--- config.mk ---
export PLATFORM = sky130hd
export DESIGN_NAME = vga_proc_reader
export DESIGN_NICKNAME = d
export VERILOG_FILES = /design/src/rtl/vga_proc_reader_pkg.sv /design/src/rtl/vga_sync_gen.sv /design/src/rtl/vga_proc_reader.sv
export SDC_FILE = /design/constraint.sdc
export NUM_CORES = 1
export LEC_CHECK = 0
export CAP_MARGIN = 20
export CORE_UTILIZATION = 50
export DETAILED_ROUTE_END_ITERATION = 7
export GPL_ROUTABILITY_DRIVEN = 0
export HOLD_SLACK_MARGIN = 0.06
export PLACE_DENSITY = 0.72
export SKIP_LAST_GASP = 1
export SLEW_MARGIN = 20
export SYNTH_ARGS = -nofsm -noshare
export SYNTH_HDL_FRONTEND = slang
export SYNTH_SLANG_ARGS = --single-unit
--- constraint.sdc ---
create_clock -name clk -period 2.1 [get_ports clk]
set_input_delay 0.42 -clock clk [delete_from_list [all_inputs] [get_ports clk]]
set_output_delay 0.42 -clock clk [all_outputs]
set_load 0.02 [all_outputs]
--- src/rtl/vga_proc_reader_pkg.sv ---
// Shared constants for the processed-image VGA display path: 640x480@60 timing,
// image geometry and the pipeline stage record used by vga_proc_reader.
package vga_proc_reader_pkg;

    localparam int H_ACTIVE = 640;
    localparam int H_FP     = 16;
    localparam int H_SYNC   = 96;
    localparam int H_BP     = 48;
    localparam int H_TOTAL  = H_ACTIVE + H_FP + H_SYNC + H_BP;

    localparam int V_ACTIVE = 480;
    localparam int V_FP     = 10;
    localparam int V_SYNC   = 2;
    localparam int V_BP     = 33;
    localparam int V_TOTAL  = V_ACTIVE + V_FP + V_SYNC + V_BP;

    localparam int IMG_COLS = 80;
    localparam int IMG_ROWS = 60;
    localparam int CNT_W    = 10;

    typedef struct packed {
        logic hsync_n;
        logic vsync_n;
        logic visible;
        logic outline;
    } sync_stage_t;

    localparam sync_stage_t SYNC_IDLE = '{hsync_n: 1'b1, vsync_n: 1'b1, visible: 1'b0, outline: 1'b0};

    // Outermost ring of the active picture.
    function automatic logic is_border(input logic [CNT_W-1:0] col, input logic [CNT_W-1:0] row);
        return (col == '0) || (col == CNT_W'(H_ACTIVE - 1)) ||
               (row == '0) || (row == CNT_W'(V_ACTIVE - 1));
    endfunction

endpackage

--- src/rtl/vga_sync_gen.sv ---
// Free-running 800x525 pixel/line counters with active-region and sync decoding.
// Decoded outputs are combinational from the registered counters.
module vga_sync_gen
    import vga_proc_reader_pkg::*;
(
    input  logic             clk,
    input  logic             rst,
    output logic [CNT_W-1:0] col,
    output logic [CNT_W-1:0] row,
    output logic             active,
    output logic             hsync_n,
    output logic             vsync_n,
    output logic             line_end,
    output logic             frame_end
);

    localparam logic [CNT_W-1:0] COL_LAST = CNT_W'(H_TOTAL - 1);
    localparam logic [CNT_W-1:0] ROW_LAST = CNT_W'(V_TOTAL - 1);
    localparam logic [CNT_W-1:0] HS_START = CNT_W'(H_ACTIVE + H_FP);
    localparam logic [CNT_W-1:0] HS_END   = CNT_W'(H_ACTIVE + H_FP + H_SYNC);
    localparam logic [CNT_W-1:0] VS_START = CNT_W'(V_ACTIVE + V_FP);
    localparam logic [CNT_W-1:0] VS_END   = CNT_W'(V_ACTIVE + V_FP + V_SYNC);

    logic [CNT_W-1:0] col_q, col_d;
    logic [CNT_W-1:0] row_q, row_d;

    always_comb begin
        col_d = col_q + 1'b1;
        row_d = row_q;
        if (col_q == COL_LAST) begin
            col_d = '0;
            row_d = (row_q == ROW_LAST) ? '0 : row_q + 1'b1;
        end
    end

    always_ff @(posedge clk or negedge rst) begin
        if (!rst) begin
            col_q <= '0;
            row_q <= '0;
        end else begin
            col_q <= col_d;
            row_q <= row_d;
        end
    end

    assign col       = col_q;
    assign row       = row_q;
    assign active    = (col_q < CNT_W'(H_ACTIVE)) && (row_q < CNT_W'(V_ACTIVE));
    assign hsync_n   = !((col_q >= HS_START) && (col_q < HS_END));
    assign vsync_n   = !((row_q >= VS_START) && (row_q < VS_END));
    assign line_end  = (col_q == COL_LAST);
    assign frame_end = (col_q == COL_LAST) && (row_q == ROW_LAST);

endmodule

--- src/rtl/vga_proc_reader.sv ---
// Scans the processed image out to VGA, upscaling each pixel to an 8x8 block.
// Optional VGA_PROC_OUTLINE_EN draws a white frame around the active picture.
module vga_proc_reader
    import vga_proc_reader_pkg::*;
#(
    parameter int c_img_cols    = IMG_COLS,
    parameter int c_img_rows    = IMG_ROWS,
    parameter int c_nb_img_pxls = 13,
    parameter int c_nb_buf_gray = 8,
    parameter int c_scale_log2  = 3
) (
    input  logic                     clk,
    input  logic                     rst,
    output logic [c_nb_img_pxls-1:0] disp_addr,
    input  logic [c_nb_buf_gray-1:0] disp_pxl,
    output logic                     hsync,
    output logic                     vsync,
    output logic                     visible,
    output logic [3:0]               red,
    output logic [3:0]               green,
    output logic [3:0]               blue
);

    localparam logic [c_nb_img_pxls-1:0] COLS_STEP = c_nb_img_pxls'(c_img_cols);
    localparam logic [c_nb_img_pxls-1:0] LAST_BASE = c_nb_img_pxls'((c_img_rows - 1) * c_img_cols);

    logic [CNT_W-1:0] col, row;
    logic             active, hsync_n, vsync_n, line_end, frame_end;

    logic [c_scale_log2-1:0]  x_sub_q, x_sub_d;
    logic [c_scale_log2-1:0]  y_sub_q, y_sub_d;
    logic [c_nb_img_pxls-1:0] line_base_q, line_base_d;
    logic [c_nb_img_pxls-1:0] disp_addr_q, disp_addr_d;
    sync_stage_t              pipe_q [3];
    sync_stage_t              pipe_d [3];
    logic [3:0]               pix_q, pix_d;

    vga_sync_gen u_sync (
        .clk       (clk),
        .rst       (rst),
        .col       (col),
        .row       (row),
        .active    (active),
        .hsync_n   (hsync_n),
        .vsync_n   (vsync_n),
        .line_end  (line_end),
        .frame_end (frame_end)
    );

    // Address walks one image pixel per 8 active columns; blanking parks it on the line base.
    always_comb begin
        x_sub_d     = active ? x_sub_q + 1'b1 : '0;
        disp_addr_d = line_base_q;
        if (active && (col != '0)) begin
            disp_addr_d = (x_sub_q == '0) ? disp_addr_q + 1'b1 : disp_addr_q;
        end
    end

    // Line base steps by one image row every 8 active lines and rewinds at frame end.
    always_comb begin
        y_sub_d     = y_sub_q;
        line_base_d = line_base_q;
        if (frame_end) begin
            y_sub_d     = '0;
            line_base_d = '0;
        end else if (line_end && (row < CNT_W'(V_ACTIVE))) begin
            y_sub_d = y_sub_q + 1'b1;
            if ((y_sub_q == '1) && (line_base_q != LAST_BASE)) begin
                line_base_d = line_base_q + COLS_STEP;
            end
        end
    end

    always_comb begin
        pipe_d[0] = '{hsync_n: hsync_n, vsync_n: vsync_n, visible: active,
                      outline: active && is_border(col, row)};
        pipe_d[1] = pipe_q[0];
        pipe_d[2] = pipe_q[1];
    end

    // Memory data lines up with the second pipeline stage.
    always_comb begin
        pix_d = '0;
        if (pipe_q[1].visible) begin
            pix_d = disp_pxl[c_nb_buf_gray-1 -: 4];
`ifdef VGA_PROC_OUTLINE_EN
            if (pipe_q[1].outline) begin
                pix_d = 4'hF;
            end
`endif
        end
    end

    always_ff @(posedge clk or negedge rst) begin
        if (!rst) begin
            x_sub_q     <= '0;
            y_sub_q     <= '0;
            line_base_q <= '0;
            disp_addr_q <= '0;
            pix_q       <= '0;
            for (int i = 0; i < 3; i++) begin
                pipe_q[i] <= SYNC_IDLE;
            end
        end else begin
            x_sub_q     <= x_sub_d;
            y_sub_q     <= y_sub_d;
            line_base_q <= line_base_d;
            disp_addr_q <= disp_addr_d;
            pix_q       <= pix_d;
            for (int i = 0; i < 3; i++) begin
                pipe_q[i] <= pipe_d[i];
            end
        end
    end

    logic unused_bits;
    assign unused_bits = ^{disp_pxl[c_nb_buf_gray-5:0], pipe_q[1].outline, pipe_q[2].outline};

    assign disp_addr = disp_addr_q;
    assign hsync     = pipe_q[2].hsync_n;
    assign vsync     = pipe_q[2].vsync_n;
    assign visible   = pipe_q[2].visible;
    assign red       = pix_q;
    assign green     = pix_q;
    assign blue      = pix_q;

endmodule

* After elaboration in Yosys (flattened, before gate mapping) *
Index checks and enable logic that the tools add are counted.

storage, ports and cells
  register bits = 65
  input port bits = 10
  output and inout port bits = 28
  logic and storage cells = 58

cells by class
  add/sub/neg operators = 6
  $lt $le $gt $ge = 6
  equal/unequal tests = 5
  multiplexer cells = 11
  reductions and logical operators = 14

operator list
  cell                     number
  $mux W13                 5
  $add A10 B1 Y10 const B  2
  $eq A10 B10 Y1 const B   2
  $lt A10 B10 Y1 const B   2
  $lt A10 B9 Y1 const B    2
  $mux W10                 2
  $add A13 B1 Y13 const B  1
  $add A13 B7 Y13 const B  1
  $ne A13 B13 Y1 const B   1
  $ge A10 B10 Y1 const B   1
  $ge A10 B9 Y1 const B    1
  $reduce_bool A10 Y1      1
  $mux W3                  3
  $logic_and A1 B1 Y1      7
  $add A3 B1 Y3 const B    2
  $mux W4                  1
  $reduce_bool A2 Y1       2
  $eq A3 B3 Y1 const B     1
  $logic_not A3 Y1         1
  $logic_not A1 Y1         2
  $ne A2 B1 Y1 const B     1
  $reduce_and A2 Y1        1

* Logic depth before layout (Yosys ltp) *
Gate-level depths: netlist of run 1.

  depth after elaboration = 5
  mapped depth = 7
  gate-level depth less buffers = 6

* Modules after synthesis *
Synthesis of run 1 repeated with hierarchy kept, for this count alone.

unflattened totals
  cell total of the unflattened synthesis = 287
  area total of the unflattened synthesis = 2967.8 sq um

modules (own cells, without submodules)
  module           instances  cells each  area each (sq um)  seq. area each (sq um)
  vga_proc_reader  1          181         1938.1             1033.5
  vga_sync_gen     1          106         1029.7             500.5

* Least setup slack after synthesis of run 1 *
OpenSTA, ideal clock, no wires.

  kind = register -> register
  start = reg u_sync.col_q[6], in the netlist u_sync.col[6]
  end = reg line_base_q[10]
  setup time = 0.078 ns
  arrival = 2.012 ns
  required time = 2.022 ns
  slack = 0.010 ns
  cell stages (with the launch flop) = 7
  path buffers = 2
  period minus slack after synthesis = 2.090 ns
  cells stage by stage = dfrtp_1 > or2_0 > buf_2 > or4_1 > buf_2 > or4_1 > a21oi_1

on the way
  word-level cells in the longest chain between the ends = 4
  elaborated cells on any way between the ends = 7
  classes of those cells = 1 x eq/ne; 1 x mux; 5 x reduce/logical

ends and longest elaborated chain
  what                                    line                                       text
  from (decl)                             vga_sync_gen.sv:24                         logic [CNT_W-1:0] col_q, col_d;
  from (signal assigned)                  vga_sync_gen.sv:41                         col_q <= col_d;
  $eq A10 B10 Y1 *                        vga_sync_gen.sv:51, vga_sync_gen.sv:52
  $logic_and A1 B1 Y1 (on tied branches)  vga_sync_gen.sv:52, vga_proc_reader.sv:66
  $reduce_bool A2 Y1 (no source line)     n/a
  $reduce_and A2 Y1 (no source line)      n/a
  to (signal assigned)                    vga_proc_reader.sv:107                     line_base_q <= line_base_d;
  to (decl)                               vga_proc_reader.sv:32                      logic [c_nb_img_pxls-1:0] line_base_q, line_base_d;

Every way passes the cells marked *; elsewhere a longest branch is shown, timed or not.
A chain may end at the register's enable or synchronous reset.

* Worst setup path after layout of run 1 *
  start = reg u_sync.col_q[6], in the netlist u_sync.col[6]
  end = reg line_base_q[11]

Same word-level chain as after synthesis.

==> metrics.yaml, run 1 <==
vdd_ir_drop_max_v: 0.000356
cts_tree: "built"
setup_tns_ns: 0
totalWireLength_mm: 5.68
antenna_found_initial: 0
muxShareOfSynthArea: 0.0442
dieHeight_um: 79.1
grt_pass1_wl_mm: 10.0
use_met1: 0.271
critical_path_class: "flop to flop"
max_slew.worst_pin.slew_ns: 0.482
synthArstFlopShare: 1.00
syn-num-nets: 292
dp.cells: 394
start_util: 0.530
die_x_um: 79.1
cp.arrival_ns: 2.25
power_mw: 2.23
first_iter_violations: 162
finalCritPeriodShare: 0.940
synth_area_sq_mm: 0.00297
cp_cell_sequence: "or2_0, or4_4, or4_1, a21oi_1"
first_pass_iters: 4
ys_warn_count: 0
synth_top_area_cell: "dfrtp_1"
synth_ff_type: "dfrtp_1"
vias_per_cell: 5.41
die_area_sq_mm: 0.00626
clock_latency_ns: 0.35
cpMaxStageDelayCell: "or4_4"
io_buffers: 33
skew_ns: 0.0116
globalRouteTotalUtil: 0.214
crit_fanout: 8
synth_top_family_by_area: "simple AND/OR/NAND/NOR gates"
synthAdderAreaFrac: 0.0421
cts_max_level: 3
cp_num_cells: 4
io_pins: 38
min_period_ns: 1.97
endpoint_kind: "flop"
hp-class: "input port to async pin"
powerDensity_mw_per_mm2: 596
synth-xor-area-share: 0.0796
final_layout_size_suffix_gt1_frac: 0.207
cp_top_family: "simple AND/OR/NAND/NOR gates"
busiest_layer: "met2"
drcViolationCount: 0
synthSimpleGateAreaFrac: 0.204
wl_per_cell_um: 13.8
seq_area_sq_mm: 0.00153
synth_edf_count: 0
syn_to_final_growth_pct: 25.9
drv_slew: 0
ant_nets: 0
worst-path-buf-inv: 0
fill_cells: 447
clkTransAtPathRegs_ns: 0.08
reg2regPathDepth: 4
max-cap-violations: 0
vias: 2217
ys_top_cells_by_area: "dfrtp_1, dfstp_2, xnor2_1"
cts.sinks: 61
first_global_vias: 2205
worstPathRequired_ns: 2.37
p_leak_nw: 1.70
hpwl_mm: 4.01
cts-root-buf: "clkbuf_8"
grt_overflow: 0
yosysSeqAreaShare: 0.516
clock_path_buffers: 2
met2_usage: 0.334
slew_headroom: 0.676
synth_seq_cells: 61
row_count: 27
instances_no_fill: 410
rsz0062_at_grt: "no"
synth_cells: 272
synth_area_per_cell_sq_um: 10.9
ys_types: 44
final_net_count: 353
status: "finished clean"
start_kind: "flop"
grt_max_degree: 62
cts.hold.buffers_added: 0
met3_usage: 0.0483
synth_top_area_share: 0.463
crit_path_max_incr_delay_ns: 0.60
fmax_mhz: 507
insertedDiodeCount: 0
setup-violations-final: 0
final_common_cell: "dfrtp_1"
mostFrequentLayoutCells: "dfrtp_1, clkdlybuf4s50_1, buf_4"
hold_violations: 0
multiInputGateArea_sq_mm: 0.00131
synth_compound_area_frac: 0.0686
core_sq_mm: 0.00561
cts_buffers: 9
==> through the flow <==
step | util | instance area, sq um | hold WS, ns | setup slack (ns)
after floorplan | - | 2970 | 0.124 | 0.0105
after global placement | 0.633 | 3550 | 0.331 | 0.0573
after detailed placement | 0.633 | 3550 | 0.336 | 0.0132
final | 0.667 | 3740 | 0.0835 | 0.126
after CTS | 0.666 | 3740 | 0.0826 | 0.00685
after global routing | 0.667 | 3740 | 0.0941 | 0.0358
==> worst paths after layout <==
path / endpoint / slack (ns) / from
max: line_base_q[11] / 0.13 / u_sync.col[6]
min: disp_addr[2] / 0.08 / rst
max reg2reg: line_base_q[11] / 0.13 / u_sync.col[6]
min reg2reg: pipe_d[1] / 0.35 / pipe_d[5]
max in group asynchronous: pipe_d[6] / 1.72 / rst
min in group clk: pipe_d[1] / 0.35 / pipe_d[5]
==> registers in the layout (all words and copies together) (netlist names), 3 cells and up <==
name / cells
blue: 4
disp_addr: 13
line_base_q: 9
pipe_d: 6
u_sync.col: 10
u_sync.row: 10
x_sub_q: 3
y_sub_q: 3
==> repair_timing <==
| item | 4_1_cts | 5_1_grt |
|---|---|---|
| gates resized for setup | 0 | 1 |
| endpoints found under the setup margin | 0 | 7 |
| buffers inserted | 0 | 0 |
==> area by class of cell <==
cell class | instances | area share
Timing Repair Buffer | 64 | 0.153
Sequential cell | 61 | 0.410
Tap cell | 72 | 0.0241
Inverter | 13 | 0.0130
Clock buffer | 13 | 0.0452
Clock inverter | 3 | 0.00535
Multi-Input combinational cell | 184 | 0.350
==> power by group <==
group	total (mW)	switching, mW	internal [mW]	leakage [nW]
logic	0.0756	0.0431	0.0324	0.829
clock network	0.971	0.449	0.523	0.0917
registers	1.18	0.00257	1.18	0.778
==> worst register-to-register path, cell delays in order, from the launching register on <==
cell and delay, ns:
dfrtp_1 0.38, or2_0 0.25, or4_4 0.60, or4_1 0.52, a21oi_1 0.16
==> cell usage after synthesis, types with 4 or more instances <==
cell and count:
dfrtp_1 55, mux2_2 9, clkbuf_1 4, nor2_1 15
xor2_1 12, a21oi_1 5, o21ai_0 10, or4_1 4
or3_1 5, nor4_1 6, ha_1 10, dfstp_2 6
nor3_1 10, nand3_1 13, and2_1 9, inv_1 13
buf_4 8, and3_1 4, nand4_1 9, nand2_1 9
xnor2_1 15
==> per-layer routing <==
metal  part of all wire  vias up
li1                   -     1089
met1               0.46     1065
met2               0.47       54
met3              0.047        9
met4              0.020        0
met5                  0        -
==> kinds of logic (layout without fill, tap and decap cells) <==
group | after synthesis | count (layout)
fa+ha+maj | 10 | 10
flops | 61 | 61
mux | 12 | 12
simple gates | 104 | 104
compound gates | 31 | 31
xor+xnor | 27 | 27
buf+inv | 27 | 93
No activity file was read; power rests on OpenSTA's default activity.
==> run 2, diff against run 1 <==
CAP_MARGIN = default   (was 20)
==> results of run 2 <==
Final layout, timing and power as in run 1 (identical DEF).
==> run 3, diff against run 2 <==
CORE_MARGIN = 1.5   (was default)
==> metrics.yaml, run 3 (synthesis gave the netlist of run 1 again) <==
status: "finished clean"
worst-path-buf-inv: 0  # unchanged
post-cts-setup-buffers: 0  # unchanged
final_common_cell: "dfrtp_1"
cp_top_family: "simple AND/OR/NAND/NOR gates"
start_util: 0.530  # unchanged
cts_buffers: 9  # unchanged
reg2regPathDepth: 4  # unchanged
cts.sinks: 61  # unchanged
power_mw: 2.28  # +2.2%
fmax_mhz: 503  # -0.66%
final_net_count: 355  # +0.57%
cts_tree: "built"
clock_path_buffers: 2  # unchanged
cp_cell_sequence: "or2_0, or4_4, or4_1, a21oi_1"
ant_nets: 0  # unchanged
insertedDiodeCount: 0  # unchanged
holdWs_ns: 0.348  # +0.265 ns
cts-root-buf: "clkbuf_8"
row_count: 27  # unchanged
hold_path_depth: 0
largest_reg_flops: 13  # unchanged
vdd_ir_drop_max_v: 0.000350  # -1.8%
hp-class: "flop to flop"
place_area_sq_mm: 0.00355  # +0.21%
wl_per_cell_um: 14.3  # +3.0%
p_leak_nw: 1.72  # +1.2%
max-cap-violations: 0  # unchanged
first_iter_violations: 192  # +19%
cpMaxStageDelayCell: "or4_4"
dieHeight_um: 80.1  # +1.3%
r2r-start: "u_sync.col[6]"
antenna_found_initial: 0  # unchanged
globalRouteTotalUtil: 0.209  # -0.00566
worstPathRequired_ns: 2.37  # about the same
crit_path_max_incr_delay_ns: 0.61  # about the same
setup_tns_ns: 0  # unchanged
endpoint_kind: "flop"
cts_max_level: 3  # unchanged
r2r_slack_ns: 0.11  # about the same
setup-violations-final: 0  # unchanged
grt_max_degree: 42  # -32%
totalWireLength_mm: 5.88  # +3.5%
grt_overflow: 0  # unchanged
crit_fanout: 8  # unchanged
mostFrequentLayoutCells: "dfrtp_1, clkdlybuf4s50_1, buf_4"
stdcell_area_sq_mm: 0.00376  # +0.54%
drv_slew: 0  # unchanged
hpwl_mm: 4.16  # +3.9%
min_from: "pipe_d[5]"
core_sq_mm: 0.00561  # unchanged
clkTransAtPathRegs_ns: 0.07  # about the same
vias_per_cell: 5.42  # +0.19%
drcViolationCount: 0  # unchanged
io_buffers: 33  # unchanged
io_pins: 38  # unchanged
grt_pass1_wl_mm: 10.1  # +0.97%
clock_latency_ns: 0.34  # about the same
final_layout_size_suffix_gt1_frac: 0.209  # +0.00172
min_period_ns: 1.99  # +0.0131 ns
finalCritPeriodShare: 0.946  # +0.00624
slew_headroom: 0.665  # -0.0110
first_pass_iters: 4  # unchanged
max_slew.worst_pin.slew_ns: 0.498  # +0.0164 ns
powerDensity_mw_per_mm2: 606  # +1.7%
vias: 2232  # +0.68%
die_area_sq_mm: 0.00641  # +2.5%
rsz0062_at_grt: "no"
skew_ns: 0.00876  # -0.00286 ns
cp.arrival_ns: 2.25  # about the same
critical_path_class: "flop to flop"
hold_path_end: "pipe_d[1]"
syn_to_final_growth_pct: 26.5
die_x_um: 80.1  # +1.3%
hold_violations: 0  # unchanged
worst_r2r_endpoint: "line_base_q[10]"
start_kind: "flop"
first_global_vias: 2204  # -0.045%
run 3: cell types whose count changed in the layout (fill, tap and decap cells not counted), sizes merged:
| cell | before | now |
|---|---|---|
| clkinvlp | 2 | 0 |
| buf | 32 | 33 |
| clkinv | 1 | 4 |
| clkbuf | 13 | 11 |
| bufinv | 0 | 1 |
| dlygate4sd3 | 0 | 1 |
run 3: through the flow:
step / cells / utilization / worst slack (ns)
after global placement: 395 / 0.634 / 0.0625
after detailed placement: 395 / 0.634 / 0.00879
after CTS: 412 / 0.670 / 0.104
final: 412 / 0.670 / 0.113
after global routing: 412 / 0.670 / 0.0306
after floorplan: 272 / - / 0.0105
run 3: layout make-up:
class	instances	area (sq um)
clock buffer	11	141
clock inverter	5	50.0
fill	447	1850
inverter	13	48.8
multi-input combinational	184	1310
sequential	61	1530
tap	72	90.1
timing repair buffer	66	588
run 3: timing repair:
action | 4_1_cts | 5_1_grt
hold buffers | 1 | 0
endpoints found under the setup margin | 2 | 0
gates resized for setup | 1 | 0
endpoints found under the hold margin | 19 | 0
run 3: worst register-to-register path: cells and delay by family (launching register included):
kind / cells / cell delay, ns
DFF: 1 / 0.38
AOI/OAI and AO/OA: 1 / 0.16
and+or+nand+nor: 3 / 1.38
run 3: worst max-delay path by stage:
stage               slack (ns)              end  cells after the start           from
floorplan                 0.01  line_base_q[10]                      6  u_sync.col[6]
global placement          0.06  line_base_q[10]                      4  u_sync.col[6]
detailed placement       0.009  line_base_q[10]                      4  u_sync.col[6]
CTS                       0.10  line_base_q[10]                      4  u_sync.col[6]
global route              0.03  line_base_q[10]                      4  u_sync.col[6]
finish                    0.11  line_base_q[10]                      4  u_sync.col[6]
run 3: metal layers:
metal	wire [um]	track usage	vias to the layer above
met5	0	0	-
met2	2840	0.334	63
li1	-	-	1091
met4	83	0.0914	0
met3	285	0.0500	8
met1	2670	0.269	1070
run 3: power breakdown:
part           internal (mW)  switching, mW
clock                  0.572          0.447
combinational         0.0334         0.0438
sequential              1.18        0.00280
